`src/rtl/pipe_skid_stage.sv`:
```
// pipe_skid_stage: generic pipeline-stage register built as a two-entry skid
// buffer. Head register H drives the outputs. Skid register S absorbs one extra
// entry, so in_ready depends only on registered state.
// ctrl is cleared on reset, flush and bubble so that a killed entry reads as a NOP.
// data is only cleared by reset.
// Optional feature macro: PIPE_STAGE_PERF_EN adds saturating stall and
// flush-drop counters. When it is undefined, both counter ports are tied to 0.
//
// state | meaning
// EMPTY | no entry held, out_valid=0
// ONE   | H holds the head entry
// FULL  | H holds the head, S holds the next entry; input blocked
module pipe_skid_stage #(
  parameter int CTRL_W = 16,
  parameter int DATA_W = 96,
  parameter int CNT_W  = 16
) (
  input  logic              clk,
  input  logic              rst,
  input  logic              flush,
  input  logic              in_valid,
  output logic              in_ready,
  input  logic [CTRL_W-1:0] in_ctrl,
  input  logic [DATA_W-1:0] in_data,
  output logic              out_valid,
  input  logic              out_ready,
  output logic [CTRL_W-1:0] out_ctrl,
  output logic [DATA_W-1:0] out_data,
  output logic [1:0]        occupancy,
  output logic [CNT_W-1:0]  stall_cycles,
  output logic [CNT_W-1:0]  flush_drops
);

  typedef enum logic [1:0] {
    EMPTY = 2'd0,
    ONE   = 2'd1,
    FULL  = 2'd2
  } state_t;

  state_t            state;
  logic [CTRL_W-1:0] h_ctrl;
  logic [CTRL_W-1:0] s_ctrl;
  logic [DATA_W-1:0] h_data;
  logic [DATA_W-1:0] s_data;
  logic              push;
  logic              pop;
  logic [1:0]        occ;

  // Encoding of state doubles as the entry count.
  assign occ       = state;
  assign in_ready  = !rst && (state != FULL);
  assign out_valid = !rst && (state != EMPTY);
  assign push      = in_valid && in_ready;
  assign pop       = out_valid && out_ready;
  assign out_ctrl  = out_valid ? h_ctrl : '0;
  assign out_data  = h_data;
  assign occupancy = rst ? 2'd0 : occ;

  // Skid FSM: reset beats flush beats handshake; S is never overtaken by a newer input.
  always_ff @(posedge clk) begin
    if (rst) begin
      state  <= EMPTY;
      h_ctrl <= '0;
      s_ctrl <= '0;
      h_data <= '0;
      s_data <= '0;
    end else if (flush) begin
      // data kept on purpose: only ctrl has to become a NOP
      state  <= EMPTY;
      h_ctrl <= '0;
      s_ctrl <= '0;
    end else begin
      case (state)
        EMPTY: begin
          if (push) begin
            state  <= ONE;
            h_ctrl <= in_ctrl;
            h_data <= in_data;
          end
        end
        ONE: begin
          if (push && pop) begin
            h_ctrl <= in_ctrl;
            h_data <= in_data;
          end else if (push) begin
            state  <= FULL;
            s_ctrl <= in_ctrl;
            s_data <= in_data;
          end else if (pop) begin
            state  <= EMPTY;
            h_ctrl <= '0;
          end
        end
        FULL: begin
          if (pop) begin
            state  <= ONE;
            h_ctrl <= s_ctrl;
            h_data <= s_data;
            s_ctrl <= '0;
          end
        end
        default: begin
          state  <= EMPTY;
          h_ctrl <= '0;
          s_ctrl <= '0;
        end
      endcase
    end
  end

`ifdef PIPE_STAGE_PERF_EN
  localparam logic [CNT_W-1:0] CNT_MAX = '1;

  logic [CNT_W-1:0] stall_q;
  logic [CNT_W-1:0] drop_q;
  logic [CNT_W+1:0] drop_sum;

  // A killed same-cycle push counts as a dropped entry, in addition to the held ones.
  assign drop_sum = {2'b00, drop_q} + {{CNT_W{1'b0}}, occ}
                  + {{(CNT_W+1){1'b0}}, push};

  // Saturating counters; only reset clears them.
  always_ff @(posedge clk) begin
    if (rst) begin
      stall_q <= '0;
      drop_q  <= '0;
    end else begin
      if (out_valid && !out_ready && !flush && (stall_q != CNT_MAX))
        stall_q <= stall_q + CNT_W'(1);
      if (flush)
        drop_q <= (drop_sum > {2'b00, CNT_MAX}) ? CNT_MAX : drop_sum[CNT_W-1:0];
    end
  end

  assign stall_cycles = stall_q;
  assign flush_drops  = drop_q;
`else
  assign stall_cycles = '0;
  assign flush_drops  = '0;
`endif

endmodule

```
`config.mk`:
```
export PLATFORM = sky130hd
export DESIGN_NAME = pipe_skid_stage
export DESIGN_NICKNAME = d
export VERILOG_FILES = /design/src/rtl/pipe_skid_stage.sv
export SDC_FILE = /design/constraint.sdc
export NUM_CORES = 1
export LEC_CHECK = 0
export CAP_MARGIN = 20
export CORE_ASPECT_RATIO = 0.75
export CORE_UTILIZATION = 52
export CTS_CLUSTER_SIZE = 10
export DETAILED_ROUTE_END_ITERATION = 8
export PLACE_DENSITY = 0.83
export SLEW_MARGIN = 10
export SYNTH_ARGS = -nofsm -noshare
export SYNTH_HDL_FRONTEND = slang
export SYNTH_SLANG_ARGS = --single-unit
```
`constraint.sdc`:
```
create_clock -name clk -period 3.8 [get_ports clk]
set_input_delay 0.76 -clock clk [delete_from_list [all_inputs] [get_ports clk]]
set_output_delay 0.76 -clock clk [all_outputs]
set_load 0.02 [all_outputs]
```
==> results of run 1 <==
[synth_stat cells (4+ instances only)]
cell / count / area [um2]
and2_1: 18 / 112.6
nor2_1: 12 / 45.04
buf_4: 33 / 247.7
dfxtp_1: 226 / 4524
nand4_1: 16 / 100.1
a21oi_1: 210 / 1051
buf_6: 5 / 56.30
a311oi_1: 56 / 490.5
clkbuf_1: 90 / 337.8
nand2_1: 387 / 1453
nand2b_1: 4 / 25.02
buf_2: 18 / 90.09
inv_1: 4 / 15.01
o2bb2ai_1: 13 / 113.9
nand3_1: 16 / 80.08
a22oi_1: 13 / 97.59
a311oi_2: 40 / 600.6
[registers in the layout, summed over array words and instances, names as in the netlist]
register  count
out_data     96
s_ctrl       16
occ           2
s_data       96
h_ctrl       16
[cell usage in the layout, fill, tap and decap left out, types with 2 or more instances in the layout]
cell type / n
nand2_1: 387
clkdlybuf4s50_1: 231
dfxtp_1: 226
a21oi_1: 210
a311oi_1: 56
a311oi_2: 40
conb_1: 32
clkbuf_16: 26
and2_1: 17
buf_4: 17
nand3_1: 16
nand4_1: 16
a22oi_1: 13
o2bb2ai_1: 13
nor2_1: 11
inv_1: 4
buf_12: 4
nand2b_1: 3
mux2i_1: 3
o32ai_1: 3
a32oi_1: 3
nor2b_1: 2
or2_2: 2
[cell type report]
type / instances / area, um2 / area share, %
flip-flops and latches: 226 / 4524 / 35.76
clock buffers: 26 / 650.6 / 5.142
clock inverters: 2 / 46.29 / 0.3659
well taps: 242 / 302.8 / 2.393
repair buffers: 254 / 2559 / 20.22
multi-input cells: 844 / 4554 / 36.00
inverters: 4 / 15.01 / 0.1187
[per-stage QoR]
stage	area, um2	utilization, %	instances	power, mW
final	12650	70.60	1598	5.293
after global routing	12650	70.60	1598	5.490
after CTS	12620	70.45	1597	5.336
after detailed placement	11930	66.56	1569	3.184
after global placement	11930	66.56	1569	3.177
after floorplan	9787	-	1222	2.888
[layer usage]
layer	up-vias	global-route usage [%]	part of all wire, %
met1	4249	36.69	43
met4	0	7.933	2.4
met3	52	6.049	8.4
met2	427	42.85	46
met5	-	0	0
li1	4385	-	-
[worst max-delay path, cell delays in order (launching register included)]
cell and delay (ns):
dfxtp_1 0.30, buf_4 0.32, nor2_1 0.07, nor2_1 0.31, buf_4 0.23, and2_1 0.15, clkdlybuf4s50_1 0.60
[report_power, final]
part / internal (mW) / switching (mW) / leakage, nW
clock: 1.27 / 0.882 / 0.341
combinational: 0.300 / 0.364 / 2.10
sequential: 2.44 / 0.0400 / 1.83
total: 4.01 / 1.29 / 4.28
[logic make-up (layout without fill, tap and decap cells)]
group	Yosys count	count (layout)	share of synthesized area [%]
mux	4	4	0.4270
other cells	1	32	0.03878
flops	226	226	46.78
buf+inv	152	286	7.802
simple gates	463	463	19.52
compound gates	345	345	25.42
[path summary, 6_finish.rpt]
path	from	endpoint	slack (ns)	cells past startpoint
max	occ[0]$_SDFFE_PP0P_	out_ctrl[1]	0.54	6
min	s_data[5]$_SDFFE_PP0P_	s_data[5]$_SDFFE_PP0P_	0.45	2
max reg2reg	occ[0]$_SDFFE_PP0P_	s_data[35]$_SDFFE_PP0P_	1.53	6
min reg2reg	s_data[5]$_SDFFE_PP0P_	s_data[5]$_SDFFE_PP0P_	0.45	2
==> flow_metrics.env, run 1 <==
export IMPL_final_antenna_net_count=0
export IMPL_fin_tns_setup_ns=0
export IMPL_path_clk_slew_ns=0.05
export IMPL_synth_seq_area_share_pct=46.78
export IMPL_post_dp_hpwl_um=15910
export IMPL_grt_first_pass_wirelength_um=42750
export IMPL_worstPathArrival_ns=2.50
export IMPL_die_area_um2=19150
export IMPL_vias=9113
export IMPL_syn_area_per_cell_um2=8.120
export IMPL_rows=42
export IMPL_maxCapViolations=0
export IMPL_cts_buffers=26
export IMPL_antenna_found_initial=0
export IMPL_ctsLongestPathBuffers=3
export IMPL_drive_gt1_share_pct=7.448
export IMPL_postCtsHoldBufs=0
export IMPL_cp_max_fo=31
export IMPL_cts_root_buf="clkbuf_16"
export IMPL_worst_slew_pin_slew_ns=1.111
export IMPL_port_buffers=232
export IMPL_power_density_nw_per_um2=418.3
export IMPL_holdWs_ns=0.4537
export IMPL_start_util_pct=53.97
export IMPL_synth_area_um2=9671
export IMPL_die_height_um=120.1
export IMPL_worst_setup_path_end_kind="output pin"
export IMPL_critPathKind="flop to output pin"
export IMPL_rsz0062_at_grt="false"
export IMPL_cts_sinks=226
export IMPL_slew_violations=0
export IMPL_syn2layout_area_growth_pct=30.83
export IMPL_wl_um=26910
export IMPL_globalplace_congestion=0.8030
export IMPL_ctsHtreeMaxLevel=1
export IMPL_wl_per_cell_um=16.84
export IMPL_slew_headroom_pct=25.95
export IMPL_layout_nets=1473
export IMPL_coreArea_um2=17920
export IMPL_fillerInstances=1417
export IMPL_setup_slack_ns=0.5360
export IMPL_cp_start_kind="flop"
export IMPL_status="completed"
export IMPL_ys_flop_type="dfxtp_1"
export IMPL_grt_max_degree=99
export IMPL_drc=0
export IMPL_gr_total_overflow=0
export IMPL_ios=265
export IMPL_drt_iter0_drc=801
export IMPL_ir_worst_vdd_v=0.0003838
export IMPL_synthArstFlopShare_pct=0
export IMPL_cts_resized=0
export IMPL_cts_tree="done"
export IMPL_dp_slack_ns=0.7838
export IMPL_hold_path_class="flop to flop"
export IMPL_post_cts_buffers=0
export IMPL_setup_violations=0
export IMPL_worstPathRequired_ns=3.04
export IMPL_grt_util_all_layers_pct=27.00
export IMPL_synth_edff_count=0
export IMPL_die_width_um=159.5
export IMPL_yosys_warnings=0
export IMPL_via_per_inst=5.703
export IMPL_clock_fmax_mhz=306.4
export IMPL_ys_ff_latch=226
export IMPL_first_pass_iters=5
export IMPL_finalHoldViolations=0
export IMPL_fin_crit_ns=3.264
export IMPL_ys_types=36
export IMPL_syn_inst=1191
export IMPL_timing_final_crit_share_pct=85.89
export IMPL_clock_latency_ns=0.52
export IMPL_p_leak_nw=4.276
export IMPL_skew_ns=0.01522
export IMPL_grt_pass1_vias=8344
export IMPL_antennaDiodeCount=0
No activity file was read; power rests on OpenSTA's default activity.
==> inputs of run 2 (changes only) <==
ABC_CLOCK_PERIOD_IN_PS = 3800   (was not set)
CELL_PAD_IN_SITES_DETAIL_PLACEMENT = 1   (was not set)
CELL_PAD_IN_SITES_GLOBAL_PLACEMENT = 1   (was not set)
CORE_UTILIZATION = 38   (was 52)
PLACE_DENSITY = 0.84   (was 0.83)
==> run 2 against run 1 <==
  * Maximum frequency decreased by 8.6%
  * Hold slack got worse by 0.0015 ns
  * Critical path type unchanged
  * Non-clock buffer count down 1
  * Core utilization is 19 points lower
  * Sequential power barely moved
  * Highest routed layer unchanged
  * Combinational power rose by 2%
  * Die area up 36%
  * Clock power hardly changed
  * Count of clock-buffer cells in the layout up 4
  * First-iteration DRC count decreased by 35%
  * Critical path depth decreased by 1
==> flow_metrics.env, run 2 (synthesis results as in run 1) <==
export IMPL_status="completed"
export IMPL_cts_root_buf="clkbuf_16"
export IMPL_cts_sinks=226
export IMPL_grt_util_all_layers_pct=23.47
export IMPL_worst_slew_pin_slew_ns=1.139
export IMPL_maxCapViolations=0
export IMPL_p_switching_mw=1.328
export IMPL_die_height_um=140.2
export IMPL_cts_resized=0
export IMPL_antennaDiodeCount=0
export IMPL_via_per_inst=5.418
export IMPL_cts_tree="done"
export IMPL_antenna_found_initial=1
export IMPL_post_cts_buffers=0
export IMPL_timing_final_crit_share_pct=93.95
export IMPL_combPwrFrac_pct=12.7
export IMPL_fin_tns_setup_ns=0
export IMPL_power_density_nw_per_um2=417.7
export IMPL_crit_top_cell="nor2_1"
export IMPL_p_int_mw=4.001
export IMPL_start_util_pct=38.74
export IMPL_drive_gt1_share_pct=7.369
export IMPL_layout_nets=1472
export IMPL_placed_cells=1665
export IMPL_grt_max_degree=99
export IMPL_first_pass_iters=5
export IMPL_syn2layout_area_growth_pct=31.92
export IMPL_drt_iter0_drc=517
export IMPL_final_cells=1695
export IMPL_grt_pass1_vias=9434
export IMPL_ios=265
export IMPL_final_antenna_net_count=0
export IMPL_die_area_um2=26100
export IMPL_slowest_delay_ns=0.71
export IMPL_worstPathRequired_ns=3.04
export IMPL_post_route_util_pct=51.11
export IMPL_fin_crit_ns=3.570
export IMPL_final_area_um2=12760
export IMPL_cp_max_fo=14
export IMPL_coreArea_um2=24960
export IMPL_cp_start_kind="flop"
export IMPL_ctsLongestPathBuffers=3
export IMPL_crit_chain="nor2_1 -> nor2_1 -> buf_4 -> and2_1 -> clkdlybuf4s50_1"
export IMPL_cpMaxStageDelayCell="dfxtp_1"
export IMPL_setup_violations=0
export IMPL_slew_violations=0
export IMPL_hold_path_class="flop to flop"
export IMPL_slew_headroom_pct=24.05
export IMPL_path_clk_slew_ns=0.06
export IMPL_vias=9184
export IMPL_critPathKind="flop to output pin"
export IMPL_rsz0062_at_grt="false"
export IMPL_die_width_um=186.2
export IMPL_p_leak_nw=4.271
export IMPL_final_cell_mix="387 x nand2_1, 231 x clkdlybuf4s50_1, 226 x dfxtp_1, 210 x a21oi_1, 56 x a311oi_1"
export IMPL_ctsHtreeMaxLevel=1
export IMPL_wl_um=31500
export IMPL_worst_setup_path_end_kind="output pin"
export IMPL_rows=50
export IMPL_drc=0
export IMPL_grt_first_pass_wirelength_um=49360
export IMPL_power_share_clock_pct=40.8
export IMPL_port_buffers=232
export IMPL_globalplace_congestion=0.7705
export IMPL_switching_share_pct=24.92
export IMPL_skew_ns=0.005186
export IMPL_finalHoldViolations=0
export IMPL_cts_buffers=26
export IMPL_wl_per_cell_um=18.58
export IMPL_post_dp_hpwl_um=19470
export IMPL_layout_commonest_cell="nand2_1"
export IMPL_pwr_share_seq_pct=46.5
export IMPL_gr_total_overflow=0
export IMPL_worstPathArrival_ns=2.81
export IMPL_p_total_mw=5.329
export IMPL_path_delay_family="buffers and inverters"
export IMPL_ir_worst_vdd_v=0.0002829
export IMPL_postCtsHoldBufs=0
export IMPL_placedInstanceArea_um2=12060
export IMPL_clock_fmax_mhz=280.1
export IMPL_cp_buffers_inverters=2
export IMPL_clock_latency_ns=0.51
[run 2: cell count changes in the layout (fill, tap and decap cells not counted)]
cell       before  now
buf_12          4    5
buf_16          1    0
buf_4          17   16
bufinv_16       1    0
clkbuf_1        0    2
clkbuf_16      26   27
clkbuf_8        0    1
clkinv_8        1    0
[run 2: power groups by stage]
| stage | combinational [mW] | sequential, mW | clock (mW) |
|---|---|---|---|
| floorplan | 0.305 | 2.58 | 0 |
| global placement | 0.659 | 2.53 | 0 |
| detailed placement | 0.673 | 2.53 | 0 |
| CTS | 0.678 | 2.48 | 2.23 |
| global route | 0.723 | 2.49 | 2.31 |
| finish | 0.677 | 2.48 | 2.17 |
[run 2: through the flow]
stage / hold slack [ns] / setup WS (ns)
4_1_cts: 0.4547 / 0.2349
5_1_grt: 0.4650 / 0.1132
3_5_place_dp: 0.4424 / 0.5904
2_1_floorplan: 0.4242 / 1.313
6_report: 0.4522 / 0.2297
3_3_place_gp: 0.4390 / 0.6684
[run 2: worst paths after layout]
path | from | end | slack (ns) | cells past startpoint
max reg2reg | occ[1]$_SDFFE_PP0P_ | h_ctrl[8]$_SDFFE_PP0P_ | 1.34 | 5
max | occ[1]$_SDFFE_PP0P_ | out_ctrl[15] | 0.23 | 5
min | s_data[30]$_SDFFE_PP0P_ | s_data[30]$_SDFFE_PP0P_ | 0.45 | 2
min reg2reg | s_data[30]$_SDFFE_PP0P_ | s_data[30]$_SDFFE_PP0P_ | 0.45 | 2
[run 2: area by class of cell]
type / count / area [um2]
Fill cell: 2912 / 12200
Timing Repair Buffer: 253 / 2544
Sequential cell: 226 / 4524
Tap cell: 338 / 422.9
Multi-Input combinational cell: 844 / 4554
Clock buffer: 30 / 696.9
Inverter: 4 / 15.01
[run 2: metal layers]
| metal | GRT usage, % | vias to the layer above | routed length, um | part of all wire (%) |
|---|---|---|---|---|
| met5 | 0 | - | 0 | 0 |
| met4 | 5.393 | 0 | 645 | 2.0 |
| met3 | 4.030 | 43 | 1731 | 5.5 |
| met2 | 39.98 | 245 | 15150 | 48 |
| met1 | 30.80 | 4500 | 13970 | 44 |
| li1 | - | 4396 | - | - |
[run 2: tightest hold or removal path, delay by kind of cell, from the launching register on]
kind             cells  cell delay [ns]
AO/OA/AOI/OAI        1             0.05
flip-flops           1             0.30
AND/OR/NAND/NOR      1             0.05
